`src/rtl/dag_pkg.sv`:
```
// dag_pkg: shared register-kind encoding and default widths for the data address generator
package dag_pkg;
    typedef enum logic [1:0] {DAG_I = 2'd0, DAG_M = 2'd1, DAG_L = 2'd2, DAG_B = 2'd3} dag_kind_e;
    localparam int DMA_SIZE_DEF = 16;
    localparam int DMD_SIZE_DEF = 16;
    localparam int NREG_DEF     = 4;
endpackage

```
`src/rtl/dag_circ_update.sv`:
```
// dag_circ_update: address and next-index computation for post/pre-modify with circular wrap
module dag_circ_update #(
    parameter int W = 16
) (
    input  logic [W-1:0] i_i,
    input  logic [W-1:0] m_i,
    input  logic [W-1:0] l_i,
    input  logic [W-1:0] b_i,
    input  logic         pre_i,
    output logic [W-1:0] addr_o,
    output logic [W-1:0] i_new_o
);
    logic [W:0] sum;
    logic [W:0] top;
    logic [W:0] wrap;
    // One extra bit keeps the buffer-end compare exact; M is sign-extended into it
    always_comb begin
        sum     = {1'b0, i_i} + {m_i[W-1], m_i};
        top     = {1'b0, b_i} + {1'b0, l_i};
        wrap    = (l_i == '0)            ? sum :
                  (sum >= top)           ? sum - {1'b0, l_i} :
                  (sum < {1'b0, b_i})    ? sum + {1'b0, l_i} : sum;
        i_new_o = wrap[W-1:0];
        addr_o  = pre_i ? sum[W-1:0] : i_i;
    end
endmodule

```
`src/rtl/dm_dag.sv`:
```
// dm_dag: DAG register file plus the DM command, write-data and read-return pipeline
module dm_dag
    import dag_pkg::*;
#(
    parameter int  DMA_SIZE = DMA_SIZE_DEF,
    parameter int  DMD_SIZE = DMD_SIZE_DEF,
    parameter int  NREG     = NREG_DEF,
    localparam int IW       = $clog2(NREG)
) (
    input  logic                clk,
    input  logic                reset,
    input  logic                ureg_wr_en,
    input  logic [1:0]          ureg_wr_kind,
    input  logic [IW-1:0]       ureg_wr_idx,
    input  logic [DMA_SIZE-1:0] ureg_wr_data,
    input  logic                acc_req,
    input  logic                acc_wr,
    input  logic                acc_pre,
    input  logic [IW-1:0]       acc_i_idx,
    input  logic [IW-1:0]       acc_m_idx,
    input  logic [DMD_SIZE-1:0] acc_wdata,
    output logic                ps_dm_cslt,
    output logic                ps_dm_wrb,
    output logic [DMA_SIZE-1:0] dg_dm_add,
    output logic [DMD_SIZE-1:0] bc_dt,
    input  logic [DMD_SIZE-1:0] dm_bc_dt,
    output logic                rd_valid,
    output logic [DMD_SIZE-1:0] rd_data
);
    logic [DMA_SIZE-1:0] i_q [NREG];
    logic [DMA_SIZE-1:0] i_d [NREG];
    logic [DMA_SIZE-1:0] m_q [NREG];
    logic [DMA_SIZE-1:0] m_d [NREG];
    logic [DMA_SIZE-1:0] l_q [NREG];
    logic [DMA_SIZE-1:0] l_d [NREG];
    logic [DMA_SIZE-1:0] b_q [NREG];
    logic [DMA_SIZE-1:0] b_d [NREG];
    logic [DMA_SIZE-1:0] addr;
    logic [DMA_SIZE-1:0] i_new;
    logic                cslt_q, wrb_q, wr1_q, rd1_q, rd2_q, rd_valid_q;
    logic [DMA_SIZE-1:0] add_q;
    logic [DMD_SIZE-1:0] wd_q, bc_q, rd_data_q;

    dag_circ_update #(.W(DMA_SIZE)) u_circ (
        .i_i     (i_q[acc_i_idx]),
        .m_i     (m_q[acc_m_idx]),
        .l_i     (l_q[acc_i_idx]),
        .b_i     (b_q[acc_i_idx]),
        .pre_i   (acc_pre),
        .addr_o  (addr),
        .i_new_o (i_new)
    );

    // Next register state: post-modify update first, so a same-cycle user write to I (or B) overrides it
    always_comb begin
        i_d = i_q;
        m_d = m_q;
        l_d = l_q;
        b_d = b_q;
        if (acc_req && !acc_pre) i_d[acc_i_idx] = i_new;
        if (ureg_wr_en) begin
            if (ureg_wr_kind == DAG_I || ureg_wr_kind == DAG_B) i_d[ureg_wr_idx] = ureg_wr_data;
            if (ureg_wr_kind == DAG_M) m_d[ureg_wr_idx] = ureg_wr_data;
            if (ureg_wr_kind == DAG_L) l_d[ureg_wr_idx] = ureg_wr_data;
            if (ureg_wr_kind == DAG_B) b_d[ureg_wr_idx] = ureg_wr_data;
        end
    end

    // I/M/L/B register file
    always_ff @(posedge clk or posedge reset) begin
        if (reset) begin
            i_q <= '{default: '0};
            m_q <= '{default: '0};
            l_q <= '{default: '0};
            b_q <= '{default: '0};
        end else begin
            i_q <= i_d;
            m_q <= m_d;
            l_q <= l_d;
            b_q <= b_d;
        end
    end

    // Command stage, write-data delay and read-return capture
    always_ff @(posedge clk or posedge reset) begin
        if (reset) begin
            cslt_q     <= 1'b0;
            wrb_q      <= 1'b0;
            add_q      <= '0;
            wr1_q      <= 1'b0;
            wd_q       <= '0;
            rd1_q      <= 1'b0;
            rd2_q      <= 1'b0;
            bc_q       <= '0;
            rd_valid_q <= 1'b0;
            rd_data_q  <= '0;
        end else begin
            cslt_q     <= acc_req;
            wrb_q      <= acc_req && acc_wr;
            add_q      <= acc_req ? addr : add_q;
            wr1_q      <= acc_req && acc_wr;
            wd_q       <= (acc_req && acc_wr) ? acc_wdata : wd_q;
            rd1_q      <= acc_req && !acc_wr;
            rd2_q      <= rd1_q;
            bc_q       <= wr1_q ? wd_q : bc_q;
            rd_valid_q <= rd2_q;
            rd_data_q  <= rd2_q ? dm_bc_dt : rd_data_q;
        end
    end

    assign ps_dm_cslt = cslt_q;
    assign ps_dm_wrb  = wrb_q;
    assign dg_dm_add  = add_q;
    assign bc_dt      = bc_q;
    assign rd_valid   = rd_valid_q;
    assign rd_data    = rd_data_q;
endmodule
```
`config.mk`:
```
export PLATFORM = sky130hd
export DESIGN_NAME = dm_dag
export DESIGN_NICKNAME = d
export VERILOG_FILES = /design/src/rtl/dag_pkg.sv /design/src/rtl/dag_circ_update.sv /design/src/rtl/dm_dag.sv
export SDC_FILE = /design/constraint.sdc
export NUM_CORES = 1
export LEC_CHECK = 0
export CAP_MARGIN = 20
export CORE_MARGIN = 1
export CORE_UTILIZATION = 35
export CTS_BUF_LIST = sky130_fd_sc_hd__clkbuf_8
export CTS_CLUSTER_DIAMETER = 120
export CTS_CLUSTER_SIZE = 10
export DETAILED_ROUTE_END_ITERATION = 8
export PLACE_DENSITY = 0.54
export SLEW_MARGIN = 20
export SYNTH_ARGS = -nofsm -noshare
export SYNTH_HDL_FRONTEND = slang
export SYNTH_SLANG_ARGS = --single-unit
```
`constraint.sdc`:
```
create_clock -name clk -period 22.8 [get_ports clk]
set_input_delay 6.84 -clock clk [delete_from_list [all_inputs] [get_ports clk]]
set_output_delay 6.84 -clock clk [all_outputs]
set_load 0.005 [all_outputs]
```
# Word-level counts from Yosys, hierarchy flattened
# Cells that the tools add are included.
word_totals:
  ff_bits: 325
classes:
  add_sub_neg: 4
  order_cmp: 7
  eq_ne: 3
  muxes: 28
  bitwise: 3
  reduce_logical: 13
ops:
  columns: ["cell", "count"]
  rows:
  - ["64-bit bitwise mux", 5]
  - ["16-bit 2-to-1 mux", 14]
  - ["64-bit 2-to-1 mux", 3]
  - ["16-bit binary-select mux with 2-bit select", 4]
  - ["16-bit demux with 2-bit select", 2]
  - ["16-bit by 16-bit adder with 17-bit output", 1]
  - ["16-bit by 17-bit adder with 17-bit output", 1]
  - ["17-bit >= comparator", 1]
  - ["17-bit by 16-bit < comparator with 1-bit output", 1]
  - ["16-bit adder", 1]
  - ["16-bit zero test", 1]
  - ["16-bit subtractor", 1]
  - ["3-bit >= comparator (second input constant)", 3]
  - ["2-bit inverter with 3-bit output", 3]
  - ["3-bit by 1-bit < comparator with 1-bit output (second input constant)", 2]
  - ["2-bit AND reduction", 3]
  - ["1-bit logical AND", 5]
  - ["2-bit equality test (second input constant)", 2]
  - ["2-bit by 1-bit equality test with 1-bit output (second input constant)", 1]
  - ["1-bit zero test", 2]
  - ["2-bit zero test", 1]
  - ["1-bit logical OR", 1]

# Logic depth before layout (Yosys ltp)
# Gate-level depths: netlist (run 1).
depth:
  word_depth: 14
  mapped_depth: 27

# Modules after synthesis
# From an unflattened synthesis (run 1), not the netlist that was laid out.
hier_totals:
  hier_cells: 1490
  area_unflattened_um2: 18908.1
modules_own_cells:
  columns: ["mod", "instances", "cells_each", "area_per_inst_um2"]
  rows:
  - ["dm_dag", 1, 946, 14729.1]
  - ["dag_circ_update", 1, 544, 4179.0]

# Least setup slack after synthesis (run 1)
# OpenSTA, ideal clock, no wires.
synth_path:
  path_type: "input to register"
  startpoint: "input port acc_i_idx[0]"
  endpoint: "register i_q[0] (netlist name)"
  arrival_time_ns: 12.716
  slack_ns: 9.954
  stages: 25
  path_buffers: 3
  cell_sequence: "buf_2 > buf_2 > buf_1 > mux4_2 > ha_1 > a21o_1 > a21oi_1 > o21bai_1 > a21oi_1 > o21bai_1 > a21oi_1 > o21ai_0 > o41ai_1 > o2111ai_1 > a21oi_1 > xor2_1 > ha_1 > and4_1 > nor4b_1 > o21ai_2 > a41oi_2 > o21ai_4 > a21oi_4 > mux2i_1 > o21ai_1"
synth_rtl:
  columns: ["element", "line_no", "rtl"]
  rows:
  - ["from (decl)", "dm_dag.sv:19", "input logic [IW-1:0] acc_i_idx,"]
  - ["to (signal assigned)", "dm_dag.sv:77", "i_q <= i_d;"]
  - ["to (decl)", "dm_dag.sv:30", "logic [DMA_SIZE-1:0] i_q [NREG];"]

==> metrics.md, run 1 <==
| Metric | Value |
|---|---|
| Status | finished clean |
| Clock-pin slew on the worst setup and hold paths | 0.07 ns |
| Gp weighted congestion | 0.898 |
| CP peak stage delay | 0.72 ns |
| CTS Buf Count | 38 |
| Global-route congestion overflow total | 0 |
| Synth Area in Simple Gates | under 10% |
| Max-cap violations | 0 |
| Yosys reg bits | 325 |
| Final antenna-violating net count | 0 |
| H-tree depth | 2 |
| Register area share after synthesis | 44.3% |
| Slew margin rel. | 30.1% |
| Clk_skew | 0.0385 ns |
| Worst vdd ir | 0.0846 mV |
| I/O pin count | 113 |
| CTS tree | built |
| Largest family of logic cells by synthesized area | multiplexers |
| Least-Margin Pin Slew | 1.05 ns |
| Vias per cell | 5.65 |
| Crit Path Category | primary input to flop |
| Chip height | around 230 um |
| PD cells | 156 nW/um2 |
| Vias in the first global route | 13,200 |
| WL/cell | between 20 and 25 um |
| Length in cells of the worst reg-to-reg path | 22 |
| Final WL | 54.3 mm |
| Pre-antenna DRT Iters | 7 |
| DRT iter0 DRCs | 1,076 |
| Synth cell types | between 80 and 90 |
| CTS sink cnt | 325 |
| Syn_area_per_cell | between 10 and 15 um2 |
| Pins Over Slew Limit | 0 |
| Synth Area in Adders | 6.57% |
| RSZ-0062 raised after global routing | no |
| Area grow syn2layout | 12.3% |
| YS warnings | 0 |
| Top cell type's share of synthesized area | 44.3% |
| Area leader, netlist | dfrtp_1 |
| Final core occ | roughly two fifths |
| EDFF count, synth | 0 |
| HP Class | flop to flop |
| Peak Freq | 75.4 MHz |
| Main flop type after synthesis | dfrtp_1 |
| Hold Path Stages | 0 |
| Post-route setup slack | 9.54 ns |
| Die Width | 231 um |
| Stages on worst setup path | 23 |
| Post-CTS resize count | 0 |
| Post-Syn Area | 18,400 um2 |
| Worst-path fanout max | 27 |
| CP Data Arrival Time | 13.71 ns |
| Port Buf Inserts | 112 |
| Hold Fails Final Rpt | 0 |
| Initial antenna violation count | 0 |
| Setup crit end kind | flop |
| Diode count | 0 |
| Via Count | roughly 13,000 |
| Pre-CTS WS | between 8 and 9 ns |
| Post-CTS Setup Inserts | 0 |
| Total GRT Usage | 20.6% |
| Top cells by area, synth | dfrtp_1 (44%), mux2_2 (15%), mux4_2 (7.8%) |
| Pin count of the biggest net entering global routing | 135 |
| Post-route minimum period | 13.26 ns |
| Final period utilization | 58.2% |
| XOR/XNOR Fraction of Synth Area | 2.19% |
| Core box area | 51,600 um2 |
| Clock tree root buffer cell | clkbuf_8 |
| First-pass GRT wire length | 82.8 mm |
| Final layout net count | ~1,800 |
| Slowest cell on crit path | mux4_2 |
| Initial Utilization | 35.6% |
| Die area | 53,400 um2 |
| Drt drc | 0 |
| Final setup TNS | 0 ns |
| Startpoint Class | primary input |
| Clock Tree Buf Depth | 3 |
| Gate Count Post-Synth | 1,535 |
| Synth Area in Compound Gates | 12.8% |
| Cell Rows | 83 |
| Mux contribution to synthesized area | approximately 24% |
| DP HPWL | 39.2 mm |
| Most used cell, CP | a21oi_1 |
| Share of cells above drive strength 1 | between 20% and 30% |
| Endpoints failing setup | 0 |
| Clk Latency, worst-skew pair | between 0.6 and 0.7 ns |
| Worst path bufs/invs | 1 |
| Leak | 8.88 nW |
| Cts hold-fix bufs | 0 |
| CP required | 23.26 ns |
| Syn Nets | 1,691 |
| Cell Chain, Critical Path | buf_4 > mux4_2 > ha_1 > a21o_1 > a21oi_1 > o21bai_1 > a21oi_1 > o21bai_1 > a21oi_1 > o21ai_0 > o41ai_1 > o2111ai_1 > a21oi_1 > xor2_1 > ha_1 > and4_1 > nor4b_1 > o21ai_2 > a41oi_2 > o21ai_4 > a21oi_4 > mux2i_1 > o21ai_1 |
| Ys async rst share | 100% |
| Top cell family by delay on the critical path | compound AO/OA/AOI/OAI gates |
worst register-to-register path: cells and delay by family (launching register included):
kind            cells  cell delay (ns)
fa+ha+maj           2             0.63
mux                 2             1.11
compound gates     15             3.84
xor+xnor            1             0.09
flops               1             0.38
simple gates        2             0.63
cell type report:
class	instances	area, um2
fillers	4907	31000
clock buffers	39	537
well taps	680	851
repair buffers	125	1210
flip-flops and latches	325	8130
clock inverters	2	15.0
multi-input cells	1055	9640
inverters	63	246
power breakdown:
| part | internal, mW | switching (mW) | total [mW] |
|---|---|---|---|
| Combinational | 0.820 | 1.23 | 2.05 |
| Sequential | 0.737 | 0.0810 | 0.818 |
| Clock | 0.153 | 0.206 | 0.360 |
per-stage QoR:
| stage | instances | power [mW] | cell area [um2] | hold slack (ns) |
|---|---|---|---|---|
| floorplan | 1535 | 2.23 | 18400 | 0.331 |
| global placement | 2248 | 2.82 | 20100 | 0.339 |
| detailed placement | 2248 | 2.83 | 20100 | 0.336 |
| CTS | 2289 | 3.21 | 20600 | 0.348 |
| global route | 2289 | 3.45 | 20600 | 0.369 |
| finish | 2289 | 3.23 | 20600 | 0.347 |
registers in the layout, summed over array words and instances, names as in the netlist:
| signal | cells |
|---|---|
| rd_data | 16 |
| m_q | 64 |
| rd_valid | 1 |
| l_q | 64 |
| wr1_q | 1 |
| rd2_q | 1 |
| ps_dm_cslt | 1 |
| wd_q | 16 |
| i_q | 64 |
| b_q | 64 |
| bc_dt | 16 |
| rd1_q | 1 |
| dg_dm_add | 16 |
metal layers:
metal	up-vias	part of all wire (%)	GRT usage [%]	wire (um)
li1	5821	-	-	-
met1	6667	46	29.0	24800
met2	386	45	31.4	24500
met3	67	6.8	4.71	3680
met4	0	2.6	6.11	1400
met5	-	0	0	0
cell families (layout without fill, tap and decap cells):
group,after synthesis,count (layout)
xor+xnor,45,45
mux,337,337
simple gates,242,242
flops,325,325
fa+ha+maj,94,94
buf+inv,155,229
compound gates,337,337
Yosys cell counts (all sizes together) (16+ instances only):
cell and n:
a21o 26, a21oi 73, a22oi 55, buf 18
clkbuf 74, dfrtp 325, ha 90, inv 63
mux2 246, mux2i 27, mux4 64, nand2 54
nand3 18, nor2 81, nor3 16, o21ai 78
xnor2 35
worst paths after layout:
check	from	to	slack [ns]
worst min register to register	rd1_q	rd2_q	0.35
worst min-delay path	rd1_q	rd2_q	0.35
worst max register to register	l_q[1]	i_q[32]	16.02
min in group asynchronous	reset	dg_dm_add[14]	6.85
worst max-delay path	acc_i_idx[0]	i_q[32]	9.54
max in group asynchronous	reset	l_q[13]	13.82
cell usage in the layout (no fill, tap or decap), drive strengths merged, types with 7 or more instances in the layout:
| cell type | n |
|---|---|
| buf | 15 |
| nor2b | 9 |
| mux2i | 27 |
| o211ai | 9 |
| clkdlybuf4s50 | 110 |
| ha | 90 |
| nor4 | 9 |
| a22o | 9 |
| dfrtp | 325 |
| clkbuf | 39 |
| o21ai | 78 |
| and2 | 10 |
| o22ai | 10 |
| or2 | 7 |
| nor3 | 16 |
| inv | 63 |
| a31oi | 11 |
| xnor2 | 35 |
| nand2 | 54 |
| nand4 | 10 |
| a211oi | 11 |
| nor2 | 81 |
| xor2 | 10 |
| mux4 | 64 |
| nand3 | 18 |
| a21oi | 73 |
| o21bai | 8 |
| a22oi | 55 |
| a21o | 26 |
| mux2 | 246 |
Power figures use the tool's default switching activity.
==> run 2: changes to the inputs <==
--- a/config.mk
+++ b/config.mk
@@ -12,7 +12,7 @@
 export CTS_CLUSTER_DIAMETER = 120
 export CTS_CLUSTER_SIZE = 10
 export DETAILED_ROUTE_END_ITERATION = 8
-export PLACE_DENSITY = 0.54
+export PLACE_DENSITY = 0.56
 export SLEW_MARGIN = 20
 export SYNTH_ARGS = -nofsm -noshare
 export SYNTH_HDL_FRONTEND = slang
==> constraint.sdc (replaced) <==
create_clock -name clk -period 12 [get_ports clk]
set_input_delay 3.6 -clock clk [delete_from_list [all_inputs] [get_ports clk]]
set_output_delay 3.6 -clock clk [all_outputs]
set_load 0.005 [all_outputs]
==> run 2 against run 1 <==
  * Die area stayed put
  * Highest routed layer unchanged
  * Critical endpoint unchanged
  * Core utilization is 0.068 points higher
  * Sequential power is 89% higher
  * Largest cell class unchanged
  * Global-route usage is 0.11 points higher
  * Non-clock buffer count is 1 higher
  * Final cell count is 0.17% higher
  * Combinational power is 89% higher
==> metrics.md, run 2 (synthesized netlist as in run 1, its figures left out) <==
| Metric | Value |
|---|---|
| Via Count | ~13,000 |
| DP HPWL | 38.9 mm |
| Commonest cells after routing, fill and taps aside | dfrtp_1 (325), mux2_2 (246), clkdlybuf4s50_1 (110), ha_1 (90), nor2_1 (77) |
| Clock-pin slew on the worst setup and hold paths | 0.07 ns |
| Die area | 53,400 um2 |
| Post-route minimum period | 10.17 ns |
| Initial Utilization | 35.6% |
| Drt drc | 0 |
| Register Area | 8130 um2 |
| Clock Tree Buf Depth | 3 |
| Final layout net count | between 1,500 and 2,000 |
| Gp weighted congestion | roughly 0.92 |
| Peak Freq | 98.3 MHz |
| PD cells | 296 nW/um2 |
| Status | finished clean |
| Final period utilization | 84.8% |
| Setup crit end kind | flop |
| Die Width | 231 um |
| Fin area | 20,700 um2 |
| Switching Share | around 47% |
| Crit Path Category | primary input to flop |
| Worst vdd ir | 0.140 mV |
| Seq pwr share | ~25% |
| Comb power frac | 63.2% |
| RSZ-0062 raised after global routing | no |
| H-tree depth | 2 |
| Post-CTS Setup Inserts | 0 |
| CTS Buf Count | 38 |
| HP Class | flop to flop |
| Pre-antenna DRT Iters | 7 |
| DRT iter0 DRCs | approximately 900 |
| Final antenna-violating net count | 0 |
| Share of cells above drive strength 1 | about a quarter |
| Startpoint Class | primary input |
| Post-route setup slack | about 1.8 ns |
| Initial antenna violation count | 1 |
| Commonest non-fill, non-tap cell in the layout | dfrtp_1 |
| Max-cap violations | 0 |
| Vias in the first global route | 13,500 |
| CTS tree | built |
| Fillers | 4,894 |
| Cts hold-fix bufs | 0 |
| Clk pwr share | between 10 and 15% |
| Pint | 3.26 mW |
| Port Buf Inserts | ~110 |
| Clk Latency, worst-skew pair | approximately 0.64 ns |
| CP required | ~12 ns |
| Overall Power | 6.12 mW |
| Final setup TNS | 0 ns |
| Final WL | 54.0 mm |
| Pin count of the biggest net entering global routing | 87 |
| Global-route congestion overflow total | 0 |
| Pins Over Slew Limit | 0 |
| Total GRT Usage | 20.7% |
| Hold Fails Final Rpt | 0 |
| Multi-input gate area | 9640 um2 |
| Vias per cell | around 5.6 |
| Leak | 8.90 nW |
| I/O pin count | ~110 |
| First-pass GRT wire length | approximately 84 mm |
| CTS sink cnt | 325 |
| Pre-CTS WS | 1.41 ns |
| Sw power | between 2 and 3 mW |
| Cell Rows | 83 |
| Clock tree root buffer cell | clkbuf_8 |
| Worst-path fanout max | 14 |
| Endpoints failing setup | 0 |
| Clk_skew | approximately 0.055 ns |
| Slew margin rel. | 25.3% |
| Core box area | 51,600 um2 |
| Area grow syn2layout | 12.5% |
| CP Data Arrival Time | around 11 ns |
| Post-DP Area | 20,100 um2 |
| Final core occ | between 40% and 50% |
| Chip height | about 230 um |
| Least-Margin Pin Slew | 1.12 ns |
| Post-CTS resize count | 0 |
| WL/cell | 23.5 um |
[run 2: changes by cell type in the layout (fill, tap and decap cells not counted), sizes merged]
cell,delta
diode,+1
buf,+1
clkinv,+2
[run 2: path summary, 6_finish.rpt]
check                             start       to  slack [ns]  depth (start not counted)
setup / recovery           acc_m_idx[0]  i_q[32]        1.83                         20
hold / removal                    rd1_q    rd2_q        0.35                          0
setup reg to reg                 l_q[1]  i_q[32]        5.23                         22
hold reg to reg                   rd1_q    rd2_q        0.35                          0
max in group asynchronous         reset  i_q[12]        6.31                          4
min in group asynchronous         reset  i_q[40]        3.44                          2
[run 2: through the flow]
step / instances / hold WS, ns
after floorplan: 1535 / 0.331
after global routing: 2293 / 0.372
final: 2293 / 0.353
after global placement: 2249 / 0.332
after detailed placement: 2249 / 0.340
after CTS: 2292 / 0.355
[run 2: routing by layer]
| layer | vias up | track usage [%] | part of all wire, % |
|---|---|---|---|
| met2 | 383 | 34.1 | 48 |
| met3 | 95 | 2.88 | 4.8 |
| met4 | 0 | 7.62 | 2.9 |
| met1 | 6650 | 27.6 | 44 |
| li1 | 5827 | - | - |
| met5 | - | 0 | 0 |
[run 2: layout make-up]
| type | count | area share [%] |
|---|---|---|
| clock buffers | 39 | 2.60 |
| diodes | 1 | 0.0121 |
| flip-flops and latches | 325 | 39.3 |
| multi-input cells | 1055 | 46.6 |
| well taps | 680 | 4.12 |
| repair buffers | 126 | 5.93 |
| inverters | 63 | 1.17 |
| clock inverters | 4 | 0.194 |
[run 2: worst max-delay path, stage by stage]
cell and delay (ns):
clkdlybuf4s50_1 1.02, mux4_2 0.61, ha_1 0.26, fa_1 0.47, a21o_1 0.23, a311oi_2 0.49, o21ai_1 0.19, nand2b_1 0.11
o21ai_1 0.11, a211oi_1 0.55, nand2_1 0.14, ha_1 0.32, and4_1 0.27, nor4b_1 0.45, o21ai_2 0.16, a41oi_2 0.45
o21ai_4 0.30, a21oi_4 0.35, mux2i_1 0.42, o21ai_1 0.12
[run 2: power by group through the flow]
stage	Combinational [mW]	Sequential (mW)	Clock (mW)
2_1_floorplan	2.71	1.53	0
3_3_place_gp	3.78	1.56	0
3_5_place_dp	3.80	1.57	0
4_1_cts	3.83	1.55	0.729
5_1_grt	4.20	1.59	0.769
6_report	3.87	1.55	0.698
